**src/rtl/div_radix2.sv**
```systemverilog
// 32-bit radix-2 restoring divider returning {remainder, quotient}; 32 cycles per divide, 1 for divide-by-zero.
// Optional abort input enabled by defining DIV_ANNUL_EN; otherwise annul is ignored.
module div_radix2 (
    input  logic        clk,
    input  logic        rst,
    input  logic        signed_div,
    input  logic [31:0] opdata1,
    input  logic [31:0] opdata2,
    input  logic        start,
    input  logic        annul,
    output logic [63:0] result,
    output logic        ready
);

    typedef enum logic [1:0] {IDLE, DIVZERO, BUSY, DONE} state_t;

    state_t      state_q;
    logic [31:0] rem_q;
    logic [31:0] dvd_q;
    logic [31:0] dsr_q;
    logic [4:0]  cnt_q;
    logic        sdiv_q;
    logic        sa_q;
    logic        sb_q;
    logic [63:0] result_q;
    logic        ready_q;

    logic        annul_act;
`ifdef DIV_ANNUL_EN
    assign annul_act = annul;
`else
    logic unused_annul;
    assign unused_annul = annul;
    assign annul_act    = 1'b0;
`endif

    logic        sa_in;
    logic        sb_in;
    logic [31:0] a_mag;
    logic [31:0] b_mag;
    assign sa_in = signed_div & opdata1[31];
    assign sb_in = signed_div & opdata2[31];
    assign a_mag = sa_in ? (~opdata1 + 32'd1) : opdata1;
    assign b_mag = sb_in ? (~opdata2 + 32'd1) : opdata2;

    // One restoring step: the shifted-in remainder needs 33 bits for the compare.
    logic [32:0] shl;
    logic [32:0] diff;
    logic        qbit;
    logic [31:0] rem_d;
    logic [31:0] dvd_d;
    logic [31:0] quo_fix;
    logic [31:0] rem_fix;

    always_comb begin
        shl     = {rem_q, dvd_q[31]};
        diff    = shl - {1'b0, dsr_q};
        qbit    = (shl >= {1'b0, dsr_q});
        rem_d   = qbit ? diff[31:0] : shl[31:0];
        dvd_d   = {dvd_q[30:0], qbit};
        quo_fix = (sdiv_q & (sa_q ^ sb_q)) ? (~dvd_d + 32'd1) : dvd_d;
        rem_fix = (sdiv_q & sa_q) ? (~rem_d + 32'd1) : rem_d;
    end

    always_ff @(posedge clk) begin
        if (rst) begin
            state_q  <= IDLE;
            rem_q    <= '0;
            dvd_q    <= '0;
            dsr_q    <= '0;
            cnt_q    <= '0;
            sdiv_q   <= 1'b0;
            sa_q     <= 1'b0;
            sb_q     <= 1'b0;
            result_q <= '0;
            ready_q  <= 1'b0;
        end else begin
            case (state_q)
                IDLE: begin
                    if (start && !annul_act) begin
                        if (opdata2 == 32'd0) begin
                            state_q <= DIVZERO;
                        end else begin
                            state_q <= BUSY;
                            rem_q   <= '0;
                            dvd_q   <= a_mag;
                            dsr_q   <= b_mag;
                            cnt_q   <= '0;
                            sdiv_q  <= signed_div;
                            sa_q    <= sa_in;
                            sb_q    <= sb_in;
                        end
                    end
                end
                DIVZERO: begin
                    if (annul_act) begin
                        state_q <= IDLE;
                    end else begin
                        state_q  <= DONE;
                        result_q <= '0;
                        ready_q  <= 1'b1;
                    end
                end
                BUSY: begin
                    if (annul_act) begin
                        state_q <= IDLE;
                    end else begin
                        rem_q <= rem_d;
                        dvd_q <= dvd_d;
                        cnt_q <= cnt_q + 5'd1;
                        if (cnt_q == 5'd31) begin
                            state_q  <= DONE;
                            result_q <= {rem_fix, quo_fix};
                            ready_q  <= 1'b1;
                        end
                    end
                end
                DONE: begin
                    if (annul_act || !start) begin
                        state_q <= IDLE;
                        ready_q <= 1'b0;
                    end
                end
                default: state_q <= IDLE;
            endcase
        end
    end

    assign result = result_q;
    assign ready  = ready_q;

endmodule

```
**config.mk**
```make
export PLATFORM = sky130hd
export DESIGN_NAME = div_radix2
export DESIGN_NICKNAME = d
export VERILOG_FILES = /design/src/rtl/div_radix2.sv
export SDC_FILE = /design/constraint.sdc
export NUM_CORES = 1
export LEC_CHECK = 0
export ABC_CLOCK_PERIOD_IN_PS = 6000
export CORE_ASPECT_RATIO = 1.75
export CORE_UTILIZATION = 48
export DETAILED_ROUTE_END_ITERATION = 7
export PLACE_DENSITY_LB_ADDON = 0.08
export SLEW_MARGIN = 20
export SYNTH_ARGS = -nofsm -noshare
export SYNTH_HDL_FRONTEND = slang
export SYNTH_SLANG_ARGS = --single-unit
```
**constraint.sdc**
```tcl
create_clock -name clk -period 6 [get_ports clk]
set_clock_uncertainty 0.1 [all_clocks]
set_input_delay 1.8 -clock clk [delete_from_list [all_inputs] [get_ports clk]]
set_output_delay 1.8 -clock clk [all_outputs]
set_load 0.02 [all_outputs]
```
==> results.yml <==
power_and_ir_drop:
  ir_drop_v: 0.0002232
  power_leakage_nw: 5.178
  p_comb_frac: 0.476
  power_density_nw_per_um2: 352.6
  p_seq_frac: 0.288
  p_switching_mw: 2.232
  power_frac_clock: 0.237
  p_sw_frac: 0.4492
  power.internal_mw: 2.737
route:
  viasPerCell: 6.100
  drt_first_pass_iters: 5
  drt_drc_violations_left: 0
  wl_per_cell_um: 19.67
  drt_iter0_markers: 898
  drt_wl_total_um: 39330
  vias: 12200
  ant_nets: 0
grt:
  grt_usage: 0.3110
  overflow: 0
  antenna_found_initial: 0
  grt_pass1_vias: 11590
  grt_pass1_wl_um: 61220
  grt_max_degree: 82
sta:
  period_share: 0.8553
  tns_ns: 0
  fmax_ghz: 0.1949
  relSlewSlack: 0.3533
  final_max_slew_viol_count: 0
  finalCriticalPeriod_ns: 5.132
  hold_slack_ns: 0.3534
  hold_viol: 0
  rsz0062_at_grt: "no"
  setup_slack_ns: 0.8683
  setup_violations: 0
  tightest_slew_ns: 0.9664
placement:
  dp_hpwl_um: 30000
  place.gp.congestion: 0.9825
  portBuffers: 132
  dp_slack_ns: 0.4583
clock_network:
  cts_setup_buffers: 0
  tritoncts: "yes"
  cts_resized: 0
  clockBufferDepth: 2
  cts_root_buf: "clkbuf_16"
  insertion_delay_ns: 0.45
  clk_pin_slew_ns: 0.07
  cts_made_buffers: 17
  htree_levels: 4
  cts_hold_buf: 0
  cts_sinks: 171
min_path:
  hold_depth: 2
  min_path_type: "reg2reg"
  min_to: "dsr_q[22]"
  hold_start: "dsr_q[22]"
floorplan:
  die_x_um: 121.4
  ios: 134
  dieArea_um2: 25610
  die_h_um: 210.9
  rows: 76
  core_area_um2: 24530
  initial_core_util: 0.4881
setup_path:
  r2r-start: "rem_q[5]"
  crit_type: "reg2reg"
  reg2regPathDepth: 17
  worstSetupStartpointType: "flop"
  rr_endpoint: "result[56]"
  end_kind: "flop"
  slowest_delay_ns: 0.67
  path_buf_inv: 1
  crit_required_ns: 6.21
  crit_path_max_fanout: 14
  arrival_ns: 5.34
  cp_top_family: "simple AND/OR/NAND/NOR gates"
  cp_slowest_cell: "or4_1"
  crit_chain: "ha_1 > nand4_1 > a21o_1 > a21o_1 > a21oi_2 > o211ai_2 > nand2_2 > mux2_2 > inv_1 > ha_1 > nor3b_1 > nand3_1 > o21a_1 > or4_1 > o21ai_1 > xor2_1 > o21ai_0"
  r2r_setup_slack_ns: 0.87
yosys:
  yosysSeqAreaShare: 0.2859
  synth_cell_types: 83
  syn_area_um2: 11970
  yosysTopAreaCell: "dfxtp_1"
  synthCells: 1600
  syn_nets: 1712
  yosys-top-cells-count: "nand2_1 (209), dfxtp_1 (171), nor2_1 (154)"
  synthFlopType: "dfxtp_1"
  ys_top_cells_by_area: "dfxtp_1 (29%), nand2_1 (6.6%), a21oi_1 (6.1%), xnor2_1 (5.9%), nor2_1 (4.8%)"
  ys_ff_latch: 171
  synth_edf_count: 0
  yosysMostFrequentCell: "nand2_1"
  yosysTopAreaCellShare: 0.2859
  async_flop_share: 0
  yosys_warnings: 0
  syn_avg_cell_area_um2: 7.484
run:
  maxCapViolations: 0
finish:
  drive_above_1_share: 0.06102
  n_antenna_cell: 0
  area_growth_syn_to_layout_pct: 17.68
  final_nets: 1789
run_status:
  status: "finished clean"
[sequential cells by signal (all words and copies together), names as in the netlist]
name and count:
sb_q 1, sa_q 1, cnt_q 5, state_q 2, rem_q 32, dsr_q 32
dvd_q 32, result 64, ready 1, sdiv_q 1
[cell usage in the layout (no fill, tap or decap), types with 17 or more instances in the layout]
cell type	Yosys	final
a211oi_1	44	44
a21oi_1	146	146
a22oi_1	33	33
a32oi_1	23	23
buf_4	0	24
clkbuf_16	0	17
clkdlybuf4s50_1	0	131
dfxtp_1	171	171
ha_1	42	41
inv_1	59	59
nand2_1	209	209
nand3_1	65	65
nand4_1	20	20
nor2_1	154	152
nor3_1	36	36
nor4_1	18	18
o21ai_0	88	88
or3_1	22	22
xnor2_1	81	81
xor2_1	60	60
[through the flow]
step | power, mW | cell area (um^2) | utilization | instances
floorplan | 3.072 | 11970 | - | 1600
global placement | 3.741 | 13470 | 0.5489 | 1970
detailed placement | 3.773 | 13470 | 0.5489 | 1970
CTS | 4.948 | 14080 | 0.5741 | 2000
global route | 5.235 | 14090 | 0.5744 | 2000
finish | 4.969 | 14090 | 0.5744 | 2000
[logic make-up (layout without fill, tap and decap cells)]
group                      Yosys count  count (layout)  synth area share
and+or+nand+nor                    598             598            0.2333
adders and majority gates           43              43           0.04556
xor gates and xnor gates           141             141            0.1031
muxes                                9               9          0.008150
DFF                                171             171            0.2859
buffers and inverters              159             247           0.05622
AOI/OAI and AO/OA                  479             479            0.2677
[tightest hold or removal path, stage by stage (launching register included)]
cell and delay (ns):
dfxtp_1 0.31, nand2_1 0.05, a21oi_1 0.05
[worst max-delay path by stage]
| stage | endpoint | startpoint | slack [ns] | cells after the start |
|---|---|---|---|---|
| global route | result[56] | rem_q[5] | 0.62 | 17 |
| detailed placement | dvd_q[2] | opdata2[7] | 0.46 | 12 |
| floorplan | dvd_q[9] | opdata2[7] | 1.45 | 12 |
| finish | result[56] | rem_q[5] | 0.87 | 17 |
| CTS | result[56] | rem_q[5] | 0.92 | 17 |
| global placement | rem_q[8] | opdata2[7] | 0.48 | 12 |
[final cells by class]
type | instances | area (um^2)
timing repair buffer | 157 | 1531
fill | 2393 | 10440
clock buffer | 21 | 480.5
multi-input combinational | 1270 | 7903
inverter | 60 | 225.2
clock inverter | 9 | 137.6
sequential | 171 | 3423
tap | 312 | 390.4
[power groups by stage]
stage | clock network (mW) | registers, mW | logic (mW)
detailed placement | 0 | 1.45 | 2.32
global placement | 0 | 1.45 | 2.30
finish | 1.18 | 1.43 | 2.36
floorplan | 0 | 1.40 | 1.68
CTS | 1.19 | 1.42 | 2.33
global route | 1.24 | 1.44 | 2.56
[layer usage]
| layer | up-vias | global-route usage | wire, um |
|---|---|---|---|
| met2 | 419 | 0.5868 | 21040 |
| li1 | 5938 | - | - |
| met5 | - | 0 | 0 |
| met4 | 0 | 0.1992 | 2608 |
| met1 | 5723 | 0.3141 | 14230 |
| met3 | 119 | 0.03861 | 1460 |
(Power assumes the default switching activity.)
